$ cat src/rtl/uart_rx_fifo.sv
// uart_rx_fifo: 2-flop synchronised 8N1 UART receiver feeding a byte FIFO with valid/ready read side.
// Defining UART_RX_PARITY_EN adds an even-parity bit before the stop bit and a parity_err pulse.
module uart_rx_fifo #(
  parameter int CLKS_PER_BIT = 87,
  parameter int FIFO_DEPTH = 4
) (
  input  logic                          clk,
  input  logic                          rst,
  input  logic                          rx_i,
  output logic [7:0]                    rd_data,
  output logic                          rd_valid,
  input  logic                          rd_ready,
  output logic [$clog2(FIFO_DEPTH):0]   fifo_count,
  output logic                          frame_err,
  output logic                          overrun,
  output logic                          busy
`ifdef UART_RX_PARITY_EN
  ,
  output logic                          parity_err
`endif
);
  localparam int CW = $clog2(CLKS_PER_BIT);
  localparam int AW = $clog2(FIFO_DEPTH);
  localparam logic [CW-1:0] LAST = CW'(CLKS_PER_BIT - 1);
  localparam logic [CW-1:0] HALF = CW'(CLKS_PER_BIT / 2 - 1);
  localparam logic [AW:0] FULL = (AW + 1)'(FIFO_DEPTH);
`ifdef UART_RX_PARITY_EN
  typedef enum logic [2:0] {IDLE, START, DATA, PARITY, STOP} state_t;
  localparam state_t AFTER_DATA = PARITY;
`else
  typedef enum logic [1:0] {IDLE, START, DATA, STOP} state_t;
  localparam state_t AFTER_DATA = STOP;
`endif
  state_t r_state, w_state_n;
  logic [1:0] r_sync;
  logic r_prev;
  logic [CW-1:0] r_bc, w_bc_n;
  logic [2:0] r_idx, w_idx_n;
  logic [7:0] r_shift, w_shift_n;
  logic [7:0] r_mem [FIFO_DEPTH];
  logic [AW-1:0] r_wp, r_rp;
  logic [AW:0] r_cnt;
  logic r_ferr, r_ovr;
  logic w_rxs, w_bit_end, w_stop, w_good, w_full, w_pop, w_wr;
`ifdef UART_RX_PARITY_EN
  logic r_par, w_par_n, r_perr, w_par_bad;
  assign w_par_bad = ^{r_shift, r_par};
  assign w_good = w_stop && w_rxs && !w_par_bad;
  assign parity_err = r_perr;
`else
  assign w_good = w_stop && w_rxs;
`endif
  assign w_rxs = r_sync[1];
  assign w_bit_end = r_bc == LAST;
  assign w_stop = (r_state == STOP) && w_bit_end;
  assign w_full = r_cnt == FULL;
  assign w_pop = rd_valid && rd_ready;
  // a full FIFO still accepts the new byte when the head leaves on the same edge
  assign w_wr = w_good && (!w_full || w_pop);
  assign rd_data = r_mem[r_rp];
  assign rd_valid = r_cnt != '0;
  assign fifo_count = r_cnt;
  assign frame_err = r_ferr;
  assign overrun = r_ovr;
  assign busy = r_state != IDLE;
  always_comb begin
    w_state_n = r_state;
    w_bc_n = r_bc + 1'b1;
    w_idx_n = r_idx;
    w_shift_n = r_shift;
`ifdef UART_RX_PARITY_EN
    w_par_n = r_par;
`endif
    case (r_state)
      IDLE: begin
        w_bc_n = '0;
        w_state_n = (r_prev && !w_rxs) ? START : IDLE;
      end
      START: if (r_bc == HALF) begin
        w_bc_n = '0;
        w_idx_n = '0;
        w_state_n = w_rxs ? IDLE : DATA;
      end
      DATA: if (w_bit_end) begin
        w_bc_n = '0;
        w_shift_n = {w_rxs, r_shift[7:1]};
        w_idx_n = r_idx + 1'b1;
        w_state_n = (r_idx == 3'd7) ? AFTER_DATA : DATA;
      end
`ifdef UART_RX_PARITY_EN
      PARITY: if (w_bit_end) begin
        w_bc_n = '0;
        w_par_n = w_rxs;
        w_state_n = STOP;
      end
`endif
      STOP: if (w_bit_end) begin
        w_bc_n = '0;
        w_state_n = IDLE;
      end
      default: w_state_n = IDLE;
    endcase
  end
  always_ff @(posedge clk) begin
    if (rst) begin
      r_sync <= 2'b11;
      r_prev <= 1'b1;
      r_state <= IDLE;
      r_bc <= '0;
      r_idx <= '0;
      r_shift <= '0;
      r_ferr <= 1'b0;
      r_ovr <= 1'b0;
      r_wp <= '0;
      r_rp <= '0;
      r_cnt <= '0;
`ifdef UART_RX_PARITY_EN
      r_par <= 1'b0;
      r_perr <= 1'b0;
`endif
    end else begin
      r_sync <= {r_sync[0], rx_i};
      r_prev <= w_rxs;
      r_state <= w_state_n;
      r_bc <= w_bc_n;
      r_idx <= w_idx_n;
      r_shift <= w_shift_n;
      r_ferr <= w_stop && !w_rxs;
      r_ovr <= w_good && w_full && !w_pop;
`ifdef UART_RX_PARITY_EN
      r_par <= w_par_n;
      r_perr <= w_stop && w_rxs && w_par_bad;
`endif
      if (w_wr) begin
        r_mem[r_wp] <= r_shift;
        r_wp <= r_wp + 1'b1;
      end
      if (w_pop) r_rp <= r_rp + 1'b1;
      r_cnt <= r_cnt + (AW + 1)'(w_wr) - (AW + 1)'(w_pop);
    end
  end
endmodule

$ cat config.mk
export PLATFORM = sky130hd
export DESIGN_NAME = uart_rx_fifo
export DESIGN_NICKNAME = d
export VERILOG_FILES = /design/src/rtl/uart_rx_fifo.sv
export SDC_FILE = /design/constraint.sdc
export NUM_CORES = 1
export LEC_CHECK = 0
export CORE_MARGIN = 5
export CORE_UTILIZATION = 35
export CTS_CLUSTER_DIAMETER = 40
export DETAILED_ROUTE_END_ITERATION = 7
export SLEW_MARGIN = 20
export SYNTH_ARGS = -nofsm -noshare
export SYNTH_HDL_FRONTEND = slang
export SYNTH_SLANG_ARGS = --single-unit
$ cat constraint.sdc
create_clock -name clk -period 5.3 [get_ports clk]
set_clock_uncertainty 0.05 [all_clocks]
set_input_delay 1.325 -clock clk [delete_from_list [all_inputs] [get_ports clk]]
set_output_delay 1.325 -clock clk [all_outputs]
set_load 0.02 [all_outputs]
==> results of run 1 <==
where the power goes:
part | switching, mW | internal, mW
sequential | 0.0387 | 0.550
combinational | 0.0957 | 0.125
clock | 0.190 | 0.264
total | 0.325 | 0.939
logic make-up after synthesis:
group,count (synthesis)
adder cells (fa/ha/maj),10
flip-flops,66
AND/OR/NAND/NOR,64
AO/OA/AOI/OAI,12
XOR/XNOR,11
multiplexers,19
buffers and inverters,13
sequential cells by signal, indices dropped and copies added, names as in the netlist, 2 cells and up, named ones only:
register	flops
fifo_count	3
r_bc	7
r_idx	3
r_mem	32
r_rp	2
r_shift	8
r_sync	2
r_wp	2
path summary, 6_finish.rpt:
check,end,slack [ns],cells after the start
hold / removal,r_sync[1],0.36,1
setup / recovery,rd_data[6],1.80,2
hold reg to reg,r_sync[1],0.36,1
setup reg to reg,fifo_count[2],2.60,10
per-layer routing:
layer,share of wire (%),track usage (%),vias to the layer above
li1,-,-,744
met1,49,12.0,699
met2,44,13.9,27
met3,4.9,4.93,7
met4,1.3,2.24,0
met5,0,0,-
layout make-up:
cell class	count	area, sq um
clock buffers	9	124
clock inverters	7	93.8
fillers	733	4430
inverters	5	18.8
multi-input cells	116	993
flip-flops and latches	66	1640
well taps	102	128
repair buffers	18	180
cell usage after synthesis (all sizes together) (2+ instances only):
cell type and number:
dfxtp 34, edfxtp 32, nor2 27, mux2i 10, ha 9, mux4 8, buf 6, xnor2 6
inv 5, nand3 5, or2 5, xor2 5, and2 4, nand2 4, nor3 4, o21ai 4
a21oi 3, a22o 3, clkbuf 2, nand4bb 2, nor2b 2, nor4 2, or3 2, or4b 2
==> metrics.md, run 1 <==
| Metric | Value |
|---|---|
| Status | `finished clean` |
| Post-synthesis mux area share | `10.9%` |
| Final wirelength | `4.20 mm` |
| Final Power | `1.26 mW` |
| WP data arrival | `2.12 ns` |
| Row count | `32` |
| Register bit count reported by yosys | `66` |
| Initial antenna violation count | `0` |
| Layout cell share with drive strength beyond 1 | `15.4%` |
| Number of global-route vias before repair | `1452` |
| Final nets | `230` |
| RSZ-0062 raised after global routing | `false` |
| Die W | `97.9 um` |
| Initial Util | `35.5%` |
| Via count | `1477` |
| Min cycle time layout | `3.50 ns` |
| Sequential-to-total area share from yosys stat | `60.8%` |
| HPWL Detailed | `2.91 mm` |
| CTS Buffer Depth | `2` |
| Compound-Gate Fraction of Synth Area | `3.01%` |
| Synth Warn # | `0` |
| Syn Inst Count | `195` |
| Placed cell count | `307` |
| Max Cap Viol | `0` |
| Buffer and inverter count on the worst path | `1` |
| Rel. slew slack | `37.7%` |
| Final ANT Viol Nets | `0` |
| Worst-Margin Slew | `0.932 ns` |
| First-pass GRT wire length | `7.07 mm` |
| Fin Hold WS | `0.361 ns` |
| Simple-gate share of the synthesized area | `14.4%` |
| Diode count | `0` |
| Worst path cell trace | `mux4_2, clkdlybuf4s50_1` |
| Hold violation total from the final report | `0` |
| Buffers added on ports | `18` |
| Post-CTS setup repair buffer count | `0` |
| Min-Delay Path Class | `flop to flop` |
| Type of origin of the critical path | `flop` |
| Final Wtd Congestion | `0.690` |
| Die footprint | `9570 sq um` |
| CP delay by family, top | `flip-flops` |
| Syn_nets | `209` |
| Commonest non-fill, non-tap cell in the layout | `dfxtp_1` |
| FFs w/ async S/R, synth | `0%` |
| CP max-delay cell | `dfxtp_1` |
| Hold path start | `r_sync[0]` |
| DRC violations left | `0` |
| Post-synthesis xor/xnor area fraction | `3.57%` |
| H-tree levels | `3` |
| Hold bufs inserted after CTS | `0` |
| Gr usage total | `9.34%` |
| WS Path Type | `flop to primary output` |
| Post-Synth Adder-Cell Area | `4.91%` |
| Pwr/cell area | `397 nW/um^2` |
| Largest cells by area after synthesis | `edfxtp_1 36%, dfxtp_1 25%, mux4_2 6.7%` |
| GR Overflow Total | `0` |
| Worst Path Max Fanout | `8` |
| Clk root buf | `clkbuf_8` |
| Commonest non-fill, non-tap cells in the layout | `34 x dfxtp_1, 32 x edfxtp_1, 27 x nor2_1` |
| Router iterations before antenna repair | `4` |
| Worst skew pair latency | `0.34 ns` |
| Dpl ws | `1.78 ns` |
| Post-synth EDFFs | `32` |
| Fin worst setup slack | `1.80 ns` |
| Clk sink count | `66` |
| Crit. End Element | `primary output` |
| I/O pin total | `19` |
| Via-per-instance ratio | `4.57` |
| Largest net degree at the start of global routing | `27` |
| WL per Instance | `13.0 um` |
| CTS buffer count | `9` |
| Post-CTS Resized | `0` |
| Area of the core | `7610 sq um` |
| Main combinational cell family by area after synthesis | `simple AND/OR/NAND/NOR gates` |
| Max Slew Vio Count | `0` |
| Syn_area_per_cell | `13.9 sq um` |
| Reg-to-reg critical path startpoint | `r_bc[3]` |
| Starting DRT DRC Count | `76` |
| CTS tree | `done` |
| Peak supply drop | `204 uV` |
| Final critical-path share of the clock period | `66.0%` |
| Synth top area share | `35.6%` |
| CP required | `3.92 ns` |
| Die Span Y | `97.9 um` |
| Unique cell type count in the Yosys netlist | `40` |
| Syn-to-layout area delta | `17.7%` |
| Synthesized area | `2700 sq um` |
| Setup tns final | `0 ns` |
| Final setup vio count | `0` |
| Max Clk Rate | `286 MHz` |
| P_leak | `1.07 nW` |
| Yosys top cell by area | `edfxtp_1` |
| Final std cells w/o fill | `323` |
| Top FF cell, synth | `dfxtp_1` |
| CP peak stage delay | `0.66 ns` |
| Clk slew on worst S/H paths | `0.07 ns` |
| Fin area | `3180 sq um` |
| Util after Layout | `41.8%` |
| Placed cell areas | `2960 sq um` |
Note: power is estimated with default switching activity, not from simulation.
==> inputs of run 2 (changes only) <==
==> constraint.sdc (replaced) <==
create_clock -name clk -period 2.9 [get_ports clk]
set_clock_uncertainty 0.05 [all_clocks]
set_input_delay 0.725 -clock clk [delete_from_list [all_inputs] [get_ports clk]]
set_output_delay 0.725 -clock clk [all_outputs]
set_load 0.02 [all_outputs]
==> run 2 against run 1 <==
Effect of this change: register-to-register slack lost 2.1 ns; cell area shrank 0.59%; count of clock-buffer cells in the layout grew 2; non-clock buffer count grew 5; first-iteration DRC count shrank 33%; global-route usage grew 0.57 points; flip-flop and latch count is the same; core utilization shrank 0.25 points; via count shrank 0.41%; sequential power grew 79%; sequential share of layout area grew 0.31 points; critical path type unchanged; largest power group unchanged.
==> metrics.md, run 2 (synthesis gave the netlist of run 1 again) <==
| Metric | Value |
|---|---|
| Status | `finished clean` |
| Min cycle time layout | `2.69 ns` |
| Max reg flops | `32 (unchanged)` |
| Clk root buf | `clkbuf_8` |
| Worst path cell trace | `buf_4, mux4_2, clkdlybuf4s50_1` |
| Die Span Y | `97.9 um (unchanged)` |
| Net Switching | `575 uW (+77%)` |
| Row count | `32 (unchanged)` |
| Area of the core | `7610 sq um (unchanged)` |
| RSZ-0062 raised after global routing | `false` |
| Dpl ws | `0.233 ns (-1.55 ns)` |
| Rel. slew slack | `59.2% (+22 points)` |
| Post-CTS setup repair buffer count | `0 (unchanged)` |
| Worst-Margin Slew | `0.610 ns (-0.322 ns)` |
| Final nets | `235 (+2.2%)` |
| First-pass GRT wire length | `7.40 mm (+4.7%)` |
| CTS buffer count | `9 (unchanged)` |
| Pwr/cell area | `673 nW/um^2 (+69%)` |
| Final Wtd Congestion | `0.789 (+14%)` |
| Hold violation total from the final report | `0 (unchanged)` |
| Initial antenna violation count | `0 (unchanged)` |
| Flop pwr share | `49.1% (+2.5 points)` |
| CTS Buffer Depth | `2 (unchanged)` |
| Via count | `1471 (-0.41%)` |
| Final ANT Viol Nets | `0 (unchanged)` |
| I/O pin total | `19 (unchanged)` |
| Clk sink count | `66 (unchanged)` |
| P_leak | `1.06 nW (about the same)` |
| Buffers added on ports | `18 (unchanged)` |
| Seq. cell area | `1640 sq um (unchanged)` |
| Global routing usage on met3 | `5.29% (+0.36 points)` |
| Logic pwr share | `20.9% (+3.4 points)` |
| GR Layer Usage met2 | `14.3% (+0.37 points)` |
| Largest regs | `r_mem: 32 flops, r_shift: 8 flops, r_bc: 7 flops` |
| Clk slew on worst S/H paths | `0.07 ns (about the same)` |
| Worst skew pair latency | `0.33 ns (about the same)` |
| CP required | `2.12 ns (-1.80 ns)` |
| Setup tns final | `0 ns (unchanged)` |
| FILL cells | `742 (+1.2%)` |
| Global-route layer with the greatest usage | `met2` |
| Initial Util | `35.5% (unchanged)` |
| CTS tree | `done` |
| Type of origin of the critical path | `flop` |
| Min-Delay Path Class | `flop to flop` |
| Final critical-path share of the clock period | `92.9%` |
| Syn-to-layout area delta | `17.0%` |
| Max Slew Vio Count | `0 (unchanged)` |
| CP peak stage delay | `0.55 ns (-0.11 ns)` |
| H-tree levels | `3 (unchanged)` |
| WP data arrival | `1.92 ns (-0.20 ns)` |
| Commonest non-fill, non-tap cell in the layout | `dfxtp_1` |
| Crit. End Element | `primary output` |
| Post-CTS Resized | `0 (unchanged)` |
| Commonest non-fill, non-tap cells in the layout | `34 x dfxtp_1, 32 x edfxtp_1, 27 x nor2_1` |
| Die W | `97.9 um (unchanged)` |
| Die footprint | `9570 sq um (unchanged)` |
| Max Clk Rate | `371 MHz` |
| Clock power frac | `30.0% (-5.9 points)` |
| Largest Register | `r_mem` |
| Largest net degree at the start of global routing | `26 (-3.7%)` |
| CP delay by family, top | `buffers and inverters` |
| Peak supply drop | `417 uV (+100%)` |
| Worst Path Max Fanout | `8 (unchanged)` |
| WS Path Type | `flop to primary output` |
| Multi-input gate area | `993 sq um (unchanged)` |
| DRC violations left | `0 (unchanged)` |
| Layout cell share with drive strength beyond 1 | `16.4% (+0.99 points)` |
| Met1 usage | `12.8% (+0.77 points)` |
| Sw frac | `27.0% (+1.3 points)` |
| Number of global-route vias before repair | `1434 (-1.2%)` |
| Fin worst setup slack | `0.206 ns (-1.60 ns)` |
| Via-per-instance ratio | `4.48 (-1.9%)` |
| Final wirelength | `4.30 mm (+2.5%)` |
| Diode count | `0 (unchanged)` |
| HPWL Detailed | `2.92 mm (+0.45%)` |
| Internal | `1.55 mW (+65%)` |
| WL per Instance | `13.1 um (+0.94%)` |
| Hold bufs inserted after CTS | `0 (unchanged)` |
| Buffer and inverter count on the worst path | `2 (+1)` |
| Router iterations before antenna repair | `4 (unchanged)` |
| Gr usage total | `9.91% (+0.57 points)` |
| Starting DRT DRC Count | `51 (-33%)` |
| Max Cap Viol | `0 (unchanged)` |
| CP max-delay cell | `clkdlybuf4s50_1` |
| GR Overflow Total | `0 (unchanged)` |
| Final setup vio count | `0 (unchanged)` |
## run 2: cell types whose count changed in the layout (fill, tap and decap cells not counted), sizes merged
cell | previous run | this run
clkbuf | 9 | 11
inv | 5 | 6
buf | 0 | 5
clkinv | 4 | 3
bufinv | 2 | 0
## run 2: worst paths after layout
kind                                start       endpoint  slack [ns]  cells after the start
worst max-delay path                 flop     rd_data[7]        0.21                      3
worst min-delay path            r_sync[0]      r_sync[1]        0.36                      1
worst max register to register    r_bc[0]  fifo_count[2]        0.53                     12
worst min register to register  r_sync[0]      r_sync[1]        0.36                      1
## run 2: stage by stage
step	total power, mW	hold slack, ns	area, sq um	instances	utilization [%]
after floorplan	1.35	0.339	2700	195	-
after global placement	1.52	0.344	3000	312	39.4
after detailed placement	1.52	0.343	3000	312	39.4
after CTS	2.16	0.359	3160	328	41.5
after global routing	2.25	0.372	3160	328	41.5
final	2.13	0.359	3160	328	41.5
## run 2: layout make-up
type | instances | share of cell area, %
clock inverter | 5 | 0.950
sequential | 66 | 51.9
tap | 102 | 4.04
inverter | 5 | 0.594
clock buffer | 11 | 4.16
multi-input combinational | 116 | 31.4
timing repair buffer | 23 | 6.89
## run 2: routing by layer
metal	vias to the layer above	share of wire, %
met3	6	5.1
met5	-	0
li1	753	-
met2	23	45
met1	689	48
met4	0	1.2
## run 2: power groups by stage
stage	clock network, mW	logic, mW	registers [mW]
2_1_floorplan	0	0.281	1.07
3_3_place_gp	0	0.451	1.07
3_5_place_dp	0	0.452	1.07
4_1_cts	0.663	0.453	1.05
5_1_grt	0.717	0.480	1.05
6_report	0.638	0.444	1.05
==> inputs of run 3 (changes only) <==
--- a/config.mk
+++ b/config.mk
@@ -9,6 +9,7 @@
 export CORE_UTILIZATION = 35
 export CTS_CLUSTER_DIAMETER = 40
 export DETAILED_ROUTE_END_ITERATION = 7
+export DONT_BUFFER_PORTS = 1
 export SLEW_MARGIN = 20
 export SYNTH_ARGS = -nofsm -noshare
 export SYNTH_HDL_FRONTEND = slang
==> run 3 against run 2 <==
Effect of this change: global-route usage down 0.065 points; first-iteration DRC count up 14%; total power grew 7.7%; critical path depth down 2; worst hold slack about the same; largest cell class unchanged; highest routed layer unchanged.
==> metrics.md, run 3 (synthesis gave the netlist of run 1 again) <==
| Metric | Value |
|---|---|
| Status | `finished clean` |
| Final ANT Viol Nets | `0 (unchanged)` |
| Final setup vio count | `0 (unchanged)` |
| Sink of the worst hold path | `r_sync[1]` |
| Max Slew Vio Count | `0 (unchanged)` |
| GR Overflow Total | `0 (unchanged)` |
| Post-CTS setup repair buffer count | `0 (unchanged)` |
| Largest regs | `r_mem: 32 flops, r_shift: 8 flops, r_bc: 7 flops` |
| Placed cell count | `290 (-7.1%)` |
| Via-per-instance ratio | `4.65 (+3.7%)` |
| Hold violation total from the final report | `0 (unchanged)` |
| DRC violations left | `0 (unchanged)` |
| Detail Route met2 WL | `2.12 mm (+9.1%)` |
| Post-CTS Resized | `0 (unchanged)` |
| CTS Buffer Depth | `2 (unchanged)` |
| Via count | `1423 (-3.3%)` |
| CP delay by family, top | `flip-flops` |
| Max Clk Rate | `407 MHz (+9.5%)` |
| Final Wtd Congestion | `0.826 (+4.7%)` |
| Fin worst setup slack | `0.440 ns (+0.234 ns)` |
| R2r worst-path depth | `12 (unchanged)` |
| Max Cap Viol | `0 (unchanged)` |
| Worst hold path cell count | `1 (unchanged)` |
| CP max-delay cell | `dfxtp_1` |
| Row count | `32 (unchanged)` |
| Crit. End Element | `primary output` |
| CTS tree | `done` |
| Commonest non-fill, non-tap cell in the layout | `dfxtp_1` |
| Seq. cell area | `1640 sq um (unchanged)` |
| WP data arrival | `1.68 ns (-0.24 ns)` |
| Fin Hold WS | `0.358 ns (-0.000490 ns)` |
| H-tree levels | `3 (unchanged)` |
| First-pass GRT wire length | `7.14 mm (-3.5%)` |
| Hold bufs inserted after CTS | `0 (unchanged)` |
| Worst skew pair latency | `0.34 ns (about the same)` |
| FILL cells | `738 (-0.54%)` |
| Syn-to-layout area delta | `12.1%` |
| Reg-to-reg setup timing slack | `0.51 ns (-0.02 ns)` |
| Peak supply drop | `290 uV (-30%)` |
| Pwr/cell area | `757 nW/um^2 (+12%)` |
| Dpl ws | `0.517 ns (+0.283 ns)` |
| M1 wire length | `1.84 mm (-12%)` |
| Multi-input gate area | `993 sq um (unchanged)` |
| Worst Path Max Fanout | `8 (unchanged)` |
| Largest Register | `r_mem` |
| Router iterations before antenna repair | `4 (unchanged)` |
| RSZ-0062 raised after global routing | `false` |
| CP required | `2.12 ns (about the same)` |
| Final std cells w/o fill | `306 (-6.7%)` |
| Min cycle time layout | `2.46 ns (-0.234 ns)` |
| Min-Delay Path Class | `flop to flop` |
| WS Path Type | `flop to primary output` |
| Rel. slew slack | `59.8% (+0.62 points)` |
| Die Span Y | `97.9 um (unchanged)` |
| Initial Util | `35.5% (unchanged)` |
| Clk slew on worst S/H paths | `0.07 ns (about the same)` |
| Worst path cell trace | `mux4_2` |
| Worst-Margin Slew | `0.600 ns (-0.00920 ns)` |
| Starting DRT DRC Count | `58 (+14%)` |
| Setup tns final | `0 ns (unchanged)` |
| Area of the core | `7610 sq um (unchanged)` |
| P_leak | `1.02 nW (-4.6%)` |
| Final wirelength | `4.26 mm (-0.93%)` |
| Diode count | `0 (unchanged)` |
| WL per Instance | `13.9 um (+6.2%)` |
| Top Layer Used | `met4` |
| Final nets | `213 (-9.4%)` |
| Buffers added on ports | `0 (-18)` |
| Final critical-path share of the clock period | `84.8% (-8.1 points)` |
| Routed wl met3 | `228 um (+3.6%)` |
| Initial antenna violation count | `0 (unchanged)` |
| Critical path depth in cells | `1 (-2)` |
| Hold path start | `r_sync[0]` |
| Largest net degree at the start of global routing | `27 (+3.8%)` |
| Die W | `97.9 um (unchanged)` |
| Clk sink count | `66 (unchanged)` |
| Number of global-route vias before repair | `1431 (-0.21%)` |
| I/O pin total | `19 (unchanged)` |
| Clk root buf | `clkbuf_8` |
| Buffer and inverter count on the worst path | `0 (-2)` |
| Layout cell share with drive strength beyond 1 | `17.2% (+0.79 points)` |
| Commonest non-fill, non-tap cells in the layout | `34 x dfxtp_1, 32 x edfxtp_1, 27 x nor2_1` |
| Reg2reg end | `fifo_count[2]` |
| Max reg flops | `32 (unchanged)` |
| Reg-to-reg critical path startpoint | `r_bc[0]` |
| CTS buffer count | `9 (unchanged)` |
| Gr usage total | `9.84% (-0.065 points)` |
| HPWL Detailed | `2.80 mm (-4.1%)` |
| Type of origin of the critical path | `flop` |
| CP peak stage delay | `0.67 ns (+0.12 ns)` |
| Die footprint | `9570 sq um (unchanged)` |
## run 3: cell count changes in the layout (fill, tap and decap cells not counted)
cell	delta
buf_4	-4
bufinv_16	+3
clkbuf_1	-2
clkdlybuf4s50_1	-18
clkinv_2	-1
clkinv_4	+1
clkinvlp_4	-1
## run 3: worst max-delay path by stage
stage / from / endpoint / slack (ns)
floorplan: r_bc[0] / fifo_count[2] / 0.65
finish: flop / rd_data[4] / 0.44
global placement: r_bc[0] / fifo_count[2] / 0.57
detailed placement: r_bc[0] / fifo_count[2] / 0.52
global route: r_bc[0] / fifo_count[2] / 0.29
CTS: flop / rd_data[4] / 0.37
## run 3: layout make-up
class | instances | share of cell area [%]
Clock inverter | 7 | 3.84
Timing Repair Buffer | 1 | 0.248
Inverter | 5 | 0.620
Sequential cell | 66 | 54.2
Multi-Input combinational cell | 116 | 32.8
Tap cell | 102 | 4.21
Clock buffer | 9 | 4.09
## run 3: worst register-to-register path: cells and delay by family (launching register included)
kind / cells / cell delay (ns)
and+or+nand+nor: 3 / 0.48
DFF: 1 / 0.33
AOI/OAI and AO/OA: 1 / 0.16
buffers and inverters: 2 / 0.12
adders and majority gates: 3 / 0.76
xor gates and xnor gates: 3 / 0.40
## run 3: metrics by stage
| stage | power (mW) | area [sq um] | utilization, % |
|---|---|---|---|
| 2_1_floorplan | 1.35 | 2700 | - |
| 3_3_place_gp | 1.39 | 2790 | 36.7 |
| 3_5_place_dp | 1.39 | 2790 | 36.7 |
| 4_1_cts | 2.33 | 3030 | 39.8 |
| 5_1_grt | 2.39 | 3030 | 39.8 |
| 6_report | 2.29 | 3030 | 39.8 |
## run 3: metal layers
metal  track usage (%)  vias to the layer above
met1              10.9                      684
met3              5.36                        7
met5                 0                        -
met4              3.83                        0
li1                  -                      707
met2              15.9                       25
## run 3: power by group
group,switching (mW),internal (mW),leakage (nW)
combinational,0.135,0.130,0.323
sequential,0.0934,1.00,0.572
clock,0.359,0.571,0.121
